File: src/rtl/ddr_cmd_arbiter.sv
// DDR4 command-bus arbiter: fixed-priority grant of REF/PRE/CAS/ACT with
// inter-command timing (tRRD, tFAW, tCCD, tWTR, read-to-write) enforced here.
module ddr_cmd_arbiter #(
    parameter int unsigned T_RRD = 4,
    parameter int unsigned T_FAW = 16,
    parameter int unsigned T_CCD = 4,
    parameter int unsigned T_WTR = 8,
    parameter int unsigned T_RTW = 10
) (
    input  logic       clock_t,
    input  logic       reset_n,
    input  logic       ref_req,
    input  logic       pre_req,
    input  logic       cas_req,
    input  logic [1:0] cas_rw,
    input  logic       act_req,
    output logic       ref_gnt,
    output logic       pre_gnt,
    output logic       cas_gnt,
    output logic       act_gnt,
    output logic       cmd_valid,
    output logic [2:0] cmd_code,
    output logic [2:0] faw_count,
    output logic       busy
);

    typedef enum logic [2:0] {
        CMD_NOP = 3'd0,
        CMD_ACT = 3'd1,
        CMD_RD  = 3'd2,
        CMD_WR  = 3'd3,
        CMD_PRE = 3'd4,
        CMD_REF = 3'd5
    } cmd_e;

    localparam logic [5:0] RRD_LD = 6'(T_RRD - 1);
    localparam logic [5:0] CCD_LD = 6'(T_CCD - 1);
    localparam logic [5:0] WTR_LD = 6'(T_WTR - 1);
    localparam logic [5:0] RTW_LD = 6'(T_RTW - 1);

    // Handshake: a requester holds req until it observes its gnt (high for
    // exactly one cycle); the registered gnt doubles as a one-cycle mask so
    // a req still high during its own grant cycle is not granted again.
    logic       ref_gnt_q, pre_gnt_q, cas_gnt_q, act_gnt_q;
    logic       ref_gnt_d, pre_gnt_d, cas_gnt_d, act_gnt_d;
    cmd_e       code_q, code_d;
    logic [5:0] rrd_q, rrd_d;
    logic [5:0] ccd_q, ccd_d;
    logic [5:0] wtr_q, wtr_d;
    logic [5:0] rtw_q, rtw_d;
    logic [T_FAW-1:0] faw_q, faw_d;
    logic [2:0] faw_cnt_q, faw_cnt_d;
    logic       busy_q, busy_d;

    logic       cas_rd, cas_wr;
    logic       act_ok, rd_ok, wr_ok;
    logic [2:0] faw_keep;

    function automatic logic [5:0] dec_sat(input logic [5:0] v);
        return (v == 6'd0) ? 6'd0 : v - 6'd1;
    endfunction

    // ACTs that will still sit in the window once the oldest bit shifts out.
    assign faw_keep = faw_cnt_q - {2'b00, faw_q[T_FAW-1]};

    always_comb begin
        cas_rd    = (cas_rw == 2'b01);
        cas_wr    = (cas_rw == 2'b10);
        act_ok    = (rrd_q == 6'd0) && (faw_keep < 3'd4);
        rd_ok     = cas_rd && (ccd_q == 6'd0) && (wtr_q == 6'd0);
        wr_ok     = cas_wr && (ccd_q == 6'd0) && (rtw_q == 6'd0);

        ref_gnt_d = 1'b0;
        pre_gnt_d = 1'b0;
        cas_gnt_d = 1'b0;
        act_gnt_d = 1'b0;
        code_d    = CMD_NOP;

        if (ref_req && !ref_gnt_q) begin
            ref_gnt_d = 1'b1;
            code_d    = CMD_REF;
        end else if (pre_req && !pre_gnt_q) begin
            pre_gnt_d = 1'b1;
            code_d    = CMD_PRE;
        end else if (cas_req && !cas_gnt_q && (rd_ok || wr_ok)) begin
            cas_gnt_d = 1'b1;
            code_d    = rd_ok ? CMD_RD : CMD_WR;
        end else if (act_req && !act_gnt_q && act_ok) begin
            act_gnt_d = 1'b1;
            code_d    = CMD_ACT;
        end
    end

    always_comb begin
        rrd_d     = act_gnt_d ? RRD_LD : dec_sat(rrd_q);
        ccd_d     = cas_gnt_d ? CCD_LD : dec_sat(ccd_q);
        wtr_d     = (cas_gnt_d && code_d == CMD_WR) ? WTR_LD : dec_sat(wtr_q);
        rtw_d     = (cas_gnt_d && code_d == CMD_RD) ? RTW_LD : dec_sat(rtw_q);
        faw_d     = {faw_q[T_FAW-2:0], act_gnt_d};
        faw_cnt_d = faw_keep + {2'b00, act_gnt_d};
        busy_d    = (rrd_d != 6'd0) || (ccd_d != 6'd0) || (wtr_d != 6'd0) ||
                    (rtw_d != 6'd0) || (faw_cnt_d != 3'd0);
    end

    always_ff @(posedge clock_t or negedge reset_n) begin
        if (!reset_n) begin
            ref_gnt_q <= 1'b0;
            pre_gnt_q <= 1'b0;
            cas_gnt_q <= 1'b0;
            act_gnt_q <= 1'b0;
            code_q    <= CMD_NOP;
            rrd_q     <= 6'd0;
            ccd_q     <= 6'd0;
            wtr_q     <= 6'd0;
            rtw_q     <= 6'd0;
            faw_q     <= '0;
            faw_cnt_q <= 3'd0;
            busy_q    <= 1'b0;
        end else begin
            ref_gnt_q <= ref_gnt_d;
            pre_gnt_q <= pre_gnt_d;
            cas_gnt_q <= cas_gnt_d;
            act_gnt_q <= act_gnt_d;
            code_q    <= code_d;
            rrd_q     <= rrd_d;
            ccd_q     <= ccd_d;
            wtr_q     <= wtr_d;
            rtw_q     <= rtw_d;
            faw_q     <= faw_d;
            faw_cnt_q <= faw_cnt_d;
            busy_q    <= busy_d;
        end
    end

    assign ref_gnt   = ref_gnt_q;
    assign pre_gnt   = pre_gnt_q;
    assign cas_gnt   = cas_gnt_q;
    assign act_gnt   = act_gnt_q;
    assign cmd_valid = ref_gnt_q | pre_gnt_q | cas_gnt_q | act_gnt_q;
    assign cmd_code  = code_q;
    assign faw_count = faw_cnt_q;
    assign busy      = busy_q;

endmodule

File: config.mk
export PLATFORM = sky130hd
export DESIGN_NAME = ddr_cmd_arbiter
export DESIGN_NICKNAME = d
export VERILOG_FILES = /design/src/rtl/ddr_cmd_arbiter.sv
export SDC_FILE = /design/constraint.sdc
export NUM_CORES = 1
export LEC_CHECK = 0
export BUFFER_PORTS_ARGS = -buffer_cell sky130_fd_sc_hd__buf_2
export CAP_MARGIN = 40
export CORE_MARGIN = 1.5
export CORE_UTILIZATION = 55
export CTS_BUF_LIST = sky130_fd_sc_hd__clkbuf_16
export CTS_CLUSTER_DIAMETER = 50
export DETAILED_ROUTE_END_ITERATION = 8
export GPL_TIMING_DRIVEN = 0
export PLACE_DENSITY = 0.74
export SYNTH_ARGS = -nofsm -noshare
export SYNTH_HDL_FRONTEND = slang
export SYNTH_SLANG_ARGS = --single-unit
File: constraint.sdc
create_clock -name clock_t -period 4.4 [get_ports clock_t]
set_input_delay 0.22 -clock clock_t [delete_from_list [all_inputs] [get_ports clock_t]]
set_output_delay 0.22 -clock clock_t [all_outputs]
set_load 0.02 [all_outputs]
==> impl_metrics.yaml, run 1 <==
cells_and_area:
  drive_gt1_share_pct: 15.77
  stdcell_area_mm2: 0.002648
  final_util_pct: 66.67
  finalNetCount: 259
  stdcell_count: 291
  area_delta_synth_final_pct: 16.65
  nFillCells: 291
  diodes: 0
hold_path:
  hold_class: "in2reg"
  min-delay-start: "ref_req"
  min_to: "ref_gnt$_DFF_PN0_"
  whs_path_depth: 3
sta:
  min_period_ns: 3.155
  fin_crit_sh_pct: 71.70
  skew_ns: 0.005147
  rsz0062_at_grt: "false"
  finalHoldViolCount: 0
  whs_ns: 0.2345
  final.setup.worst_slack_ns: 1.245
  tightest_slew_ns: 0.5507
  slew_headroom_pct: 63.29
  maxSlewViolCount: 0
  setup_tns_ns: 0
  fmax_ghz: 0.3170
  setup_viol: 0
setup_path:
  endpoint_kind: "flip-flop"
  rr_endpoint: "busy$_DFF_PN0_"
  critPathKind: "reg2reg"
  crit_fanout: 7
  r2r_start: "rtw_q[0]$_DFF_PN0_"
  critical_path.startpoint: "rtw_q[0]$_DFF_PN0_"
  crit_arrival_ns: 3.31
  cp-start-kind: "flip-flop"
  worst-r2r-cell-count: 14
  r2r_setup_slack_ns: 1.25
  required_ns: 4.55
yosys:
  yosys_warnings: 0
  syn_avg_cell_area_um2: 10.71
  ys_seq_elements: 49
  ys_seq_area_share_pct: 54.02
  netlist.area_leader.share_pct: 54.02
  synth_fp_nets: 231
  netlist_instances: 212
  synth_area_leaders: "dfrtp_1 (54%), ha_1 (6.1%), nor2_1 (3.1%)"
  synth_edf_count: 0
  yosysUniqueCellTypes: 49
  synth_top_area_cell: "dfrtp_1"
  synthArstFlopShare_pct: 100.0
  synth_area_mm2: 0.002270
  synthFlopType: "dfrtp_1"
drt:
  drc: 0
  drtAntennaViolNets: 0
  dr.pass1.iters: 4
  wire_per_inst_um: 15.39
  via_per_inst: 5.560
  vias: 1618
  drt_first_iter_violations: 133
  finalWirelength_mm: 4.478
power_and_ir_drop:
  total_power_mw: 1.634
  peakVddDrop_mv: 0.3067
  p_per_area_mw_per_mm2: 617.4
  p_leak_nw: 1.306
grt:
  top_usage_layer: "met2"
  gr-total-overflow: 0
  grt_max_degree: 28
  grt_pass1_vias: 1520
  grtUsageMet3_pct: 6.000
  grt_first_pass_wirelength_mm: 7.334
  met1_usage_pct: 30.66
  gr-usage-met2_pct: 35.89
  antenna_found_initial: 0
  grt_usage_pct: 22.48
placed_design:
  place_area_mm2: 0.002447
  gp_congestion: 0.7970
  port-buffer-count: 19
  hpwlAfterDp_mm: 3.218
  dp_cells: 282
  pre_cts_slack_ns: 1.279
floorplan:
  die_area_mm2: 0.004521
  dieWidth_um: 67.24
  fp-row-count: 23
  core_mm2: 0.003971
  initial_utilization_pct: 57.15
  io_pins: 20
  die_h_um: 67.24
clocking:
  post-cts-setup-buffers: 0
  cts_tree: "yes"
  clkSlewWorstSetupHoldPaths_ns: 0.06
  numCtsBuffers: 5
  clk_latency_ns: 0.29
  cts.sinks: 49
  cts-root-buf: "clkbuf_16"
  cts_buffer_depth: 2
  cts_max_level: 2
run_status:
  status: "finished clean"
job:
  cap_violations: 0
==> flip-flops by register name (all words and copies together), names as in the netlist, 3 cells and up <==
signal	count
faw_q	16
rrd_q	6
wtr_q	6
rtw_q	6
cmd_code	3
faw_count	3
ccd_q	6
==> Yosys cell counts, drive strengths merged, types with 3 or more instances <==
cell type / n
o21ai: 16
nor2: 19
nor3: 7
a21oi: 3
nand4: 5
nand2b: 6
a22oi: 3
nand2: 12
or4: 4
buf: 3
inv: 17
dfrtp: 49
nor2b: 8
nand4b: 3
o31ai: 3
ha: 11
and2: 5
xnor2: 5
xor2: 3
==> what timing repair did <==
item                      4_1_cts  5_1_grt
hold endpoints to repair       22        0
hold buffers                    1        0
gates resized for setup         0        0
==> report_power, final <==
group | switching [mW] | leakage (nW) | total [mW] | internal [mW]
registers | 0.102 | 0.634 | 0.643 | 0.541
clock network | 0.158 | 0.0938 | 0.482 | 0.324
logic | 0.286 | 0.578 | 0.510 | 0.223
total | 0.546 | 1.31 | 1.63 | 1.09
==> cell usage in the layout (no fill, tap or decap), drive strengths merged, types with 4 or more instances in the layout <==
cell    count
nand2b      6
or4         4
clkbuf      6
o21ai      16
dfrtp      49
buf        23
nor3        7
inv        17
xnor2       5
nor2       19
nand2      12
and2        5
nor2b       8
ha         11
nand4       5
==> critical path, cell delays in order, from the launching register on <==
cell and delay [ns]:
dfrtp_1 0.45, inv_1 0.11, ha_1 0.15, nor3b_2 0.29, and3_1 0.23, o211ai_1 0.13
nand2_1 0.16, inv_1 0.07, ha_1 0.18, ha_1 0.30, nor3_1 0.19, nand3_1 0.10
nand4b_1 0.21, nor4b_1 0.32, nand4_1 0.12
==> kinds of logic (layout without fill, tap and decap cells) <==
family | count (synthesis) | count (layout) | share of synthesized area, %
AND/OR/NAND/NOR | 82 | 82 | 20.73
multiplexers | 1 | 1 | 0.4410
buffers and inverters | 21 | 50 | 3.749
adder cells (fa/ha/maj) | 11 | 11 | 6.064
flip-flops | 49 | 49 | 54.02
AO/OA/AOI/OAI | 40 | 40 | 11.91
XOR/XNOR | 8 | 8 | 3.087
==> routing by layer <==
metal	part of all wire (%)	routed length, um
met5	0	0
met4	0.85	38
met3	3.6	159
met2	49	2173
met1	47	2107
==> area by class of cell <==
cell class	count	area [um^2]	area share [%]
sequential	49	1226	46.31
multi-input combinational	142	958.4	36.20
clock buffer	5	125.1	4.726
timing repair buffer	21	125.1	4.726
clock inverter	3	65.06	2.457
inverter	17	63.81	2.410
tap	50	62.56	2.363
buffer	4	21.27	0.8034
==> worst max-delay path by stage <==
stage                     end  slack (ns)  cells past startpoint
2_1_floorplan  busy$_DFF_PN0_        1.66                     15
6_report       busy$_DFF_PN0_        1.25                     14
3_3_place_gp   busy$_DFF_PN0_        1.29                     14
5_1_grt        busy$_DFF_PN0_        0.96                     14
4_1_cts        busy$_DFF_PN0_        1.23                     14
3_5_place_dp   busy$_DFF_PN0_        1.28                     14
(Power assumes the default switching activity.)
==> run 2, diff against run 1 <==
==> constraint.sdc (replaced) <==
create_clock -name clock_t -period 3.22 [get_ports clock_t]
set_input_delay 0.161 -clock clock_t [delete_from_list [all_inputs] [get_ports clock_t]]
set_output_delay 0.161 -clock clock_t [all_outputs]
set_load 0.02 [all_outputs]
==> impl_metrics.yaml, run 2 (synthesized netlist as in run 1, its figures left out) <==
run_status:
  status: "finished clean"
setup_path:
  required_ns: 3.38
  cp_cell_sequence: "inv_1, ha_1, nor3b_4, and3_4, o211ai_1, nand2_1, inv_1, ha_1, ha_1, nor3_1, nand3_1, nand4b_1, nor4b_2, nand4_1"
  cp-start-kind: "flip-flop"
  critPathKind: "reg2reg"
  r2r_setup_slack_ns: 0.19
  crit_fanout: 7
  critPathMaxStageDelay_ns: 0.45
  endpoint_kind: "flip-flop"
  cp_common_cell: "ha_1"
  crit_arrival_ns: 3.18
  path_delay_family: "simple AND/OR/NAND/NOR gates"
  slowest_stage: "dfrtp_2"
  cp_num_buf_inv: 2
drt:
  dr.pass1.iters: 4
  wire_per_inst_um: 15.63
  drt_first_iter_violations: 126
  drc: 0
  vias: 1624
  drtAntennaViolNets: 0
  via_per_inst: 5.562
  finalWirelength_mm: 4.564
power_and_ir_drop:
  p_comb_share_pct: 32.0
  swShare_pct: 33.66
  p_switching_mw: 0.7650
  p_leak_nw: 1.323
  p_seq_share_pct: 39.1
  peakVddDrop_mv: 0.4326
  p_int_mw: 1.508
  p_per_area_mw_per_mm2: 842.1
  total_power_mw: 2.273
  p_clk_share_pct: 28.9
sta:
  finalHoldViolCount: 0
  maxSlewViolCount: 0
  fmax_ghz: 0.3305
  slew_headroom_pct: 64.08
  setup_viol: 0
  fin_crit_sh_pct: 93.96
  skew_ns: 0.004744
  tightest_slew_ns: 0.5388
  min_period_ns: 3.026
floorplan:
  initial_utilization_pct: 57.15
  io_pins: 20
  core_mm2: 0.003971
  die_area_mm2: 0.004521
  die_h_um: 67.24
  dieWidth_um: 67.24
  fp-row-count: 23
hold_path:
  hold_class: "in2reg"
cells_and_area:
  regMostFlops: "faw_q"
  final_common_cell: "dfrtp_1"
  diodes: 0
  stdcell_count: 292
  drive_gt1_share_pct: 19.83
  area_delta_synth_final_pct: 18.91
  largest_register_ffs: 16
  final_cell_mix: "dfrtp_1 (47), buf_2 (21), nor2_1 (19)"
  finalNetCount: 260
clocking:
  cts.sinks: 49
  cts_max_level: 2
  cts_buffer_depth: 2
  clkSlewWorstSetupHoldPaths_ns: 0.06
  numCtsBuffers: 5
  cts_tree: "yes"
  cts-root-buf: "clkbuf_16"
  clk_latency_ns: 0.28
grt:
  grt_first_pass_wirelength_mm: 7.334
  grt_usage_pct: 22.48
  grt_pass1_vias: 1520
  grt_max_degree: 28
  gr-total-overflow: 0
  antenna_found_initial: 0
placed_design:
  hpwlAfterDp_mm: 3.218
  dp_cells: 282
  port-buffer-count: 19
  gp_congestion: 0.7970
job:
  cap_violations: 0
[run 2: worst paths after layout]
path                                     from                   to  cells after the start
max reg2reg                rtw_q[0]$_DFF_PN0_       busy$_DFF_PN0_                     14
min in group asynchronous             reset_n  faw_q[13]$_DFF_PN0_                      2
min                                   ref_req    ref_gnt$_DFF_PN0_                      3
max in group asynchronous             reset_n   rtw_q[0]$_DFF_PN0_                      3
max                        rtw_q[0]$_DFF_PN0_       busy$_DFF_PN0_                     14
min reg2reg                faw_q[6]$_DFF_PN0_   faw_q[7]$_DFF_PN0_                      0
[run 2: power groups by stage]
stage	registers [mW]	clock network, mW	logic, mW
floorplan	0.858	0	0.537
global placement	0.882	0	0.666
detailed placement	0.883	0	0.685
CTS	0.873	0.666	0.704
global route	0.909	0.707	0.814
finish	0.889	0.656	0.727
[run 2: through the flow]
stage | area (um^2) | hold WS, ns | worst slack, ns | TNS [ns] | utilization, %
floorplan | 2270 | -0.1346 | 0.4809 | 0 | -
global placement | 2427 | 0.3331 | 0.1137 | 0 | 61.12
detailed placement | 2447 | 0.1766 | 0.09899 | 0 | 61.63
CTS | 2648 | 0.1752 | 0.04580 | 0 | 66.67
global route | 2699 | 0.2023 | -0.03075 | -0.03075 | 67.96
finish | 2699 | 0.1787 | 0.1944 | 0 | 67.96
[run 2: final cells by class]
type	count	area (um^2)
Clock inverter	3	65.06
Inverter	17	63.81
Buffer	4	21.27
Clock buffer	5	125.1
Tap cell	50	62.56
Timing Repair Buffer	22	132.6
Sequential cell	49	1229
Multi-Input combinational cell	142	999.7
Fill cell	284	1272
[run 2: worst register-to-register path, stage by stage, from the launching register on]
cell and delay [ns]:
dfrtp_2 0.45, inv_1 0.09, ha_1 0.17, nor3b_4 0.28
and3_4 0.23, o211ai_1 0.12, nand2_1 0.12, inv_1 0.06
ha_1 0.18, ha_1 0.30, nor3_1 0.19, nand3_1 0.10
nand4b_1 0.22, nor4b_2 0.26, nand4_1 0.11
[run 2: timing repair]
item	in CTS	in global routing
setup endpoints to repair	0	1
buffers inserted	0	1
hold buffers	1	0
gates resized for setup	0	11
endpoints found under the hold margin	22	0
[run 2: layer usage]
metal	GRT usage, %	share of wire [%]
met3	6.000	2.9
met1	30.66	48
met2	35.89	48
met5	0	0
met4	5.357	0.85
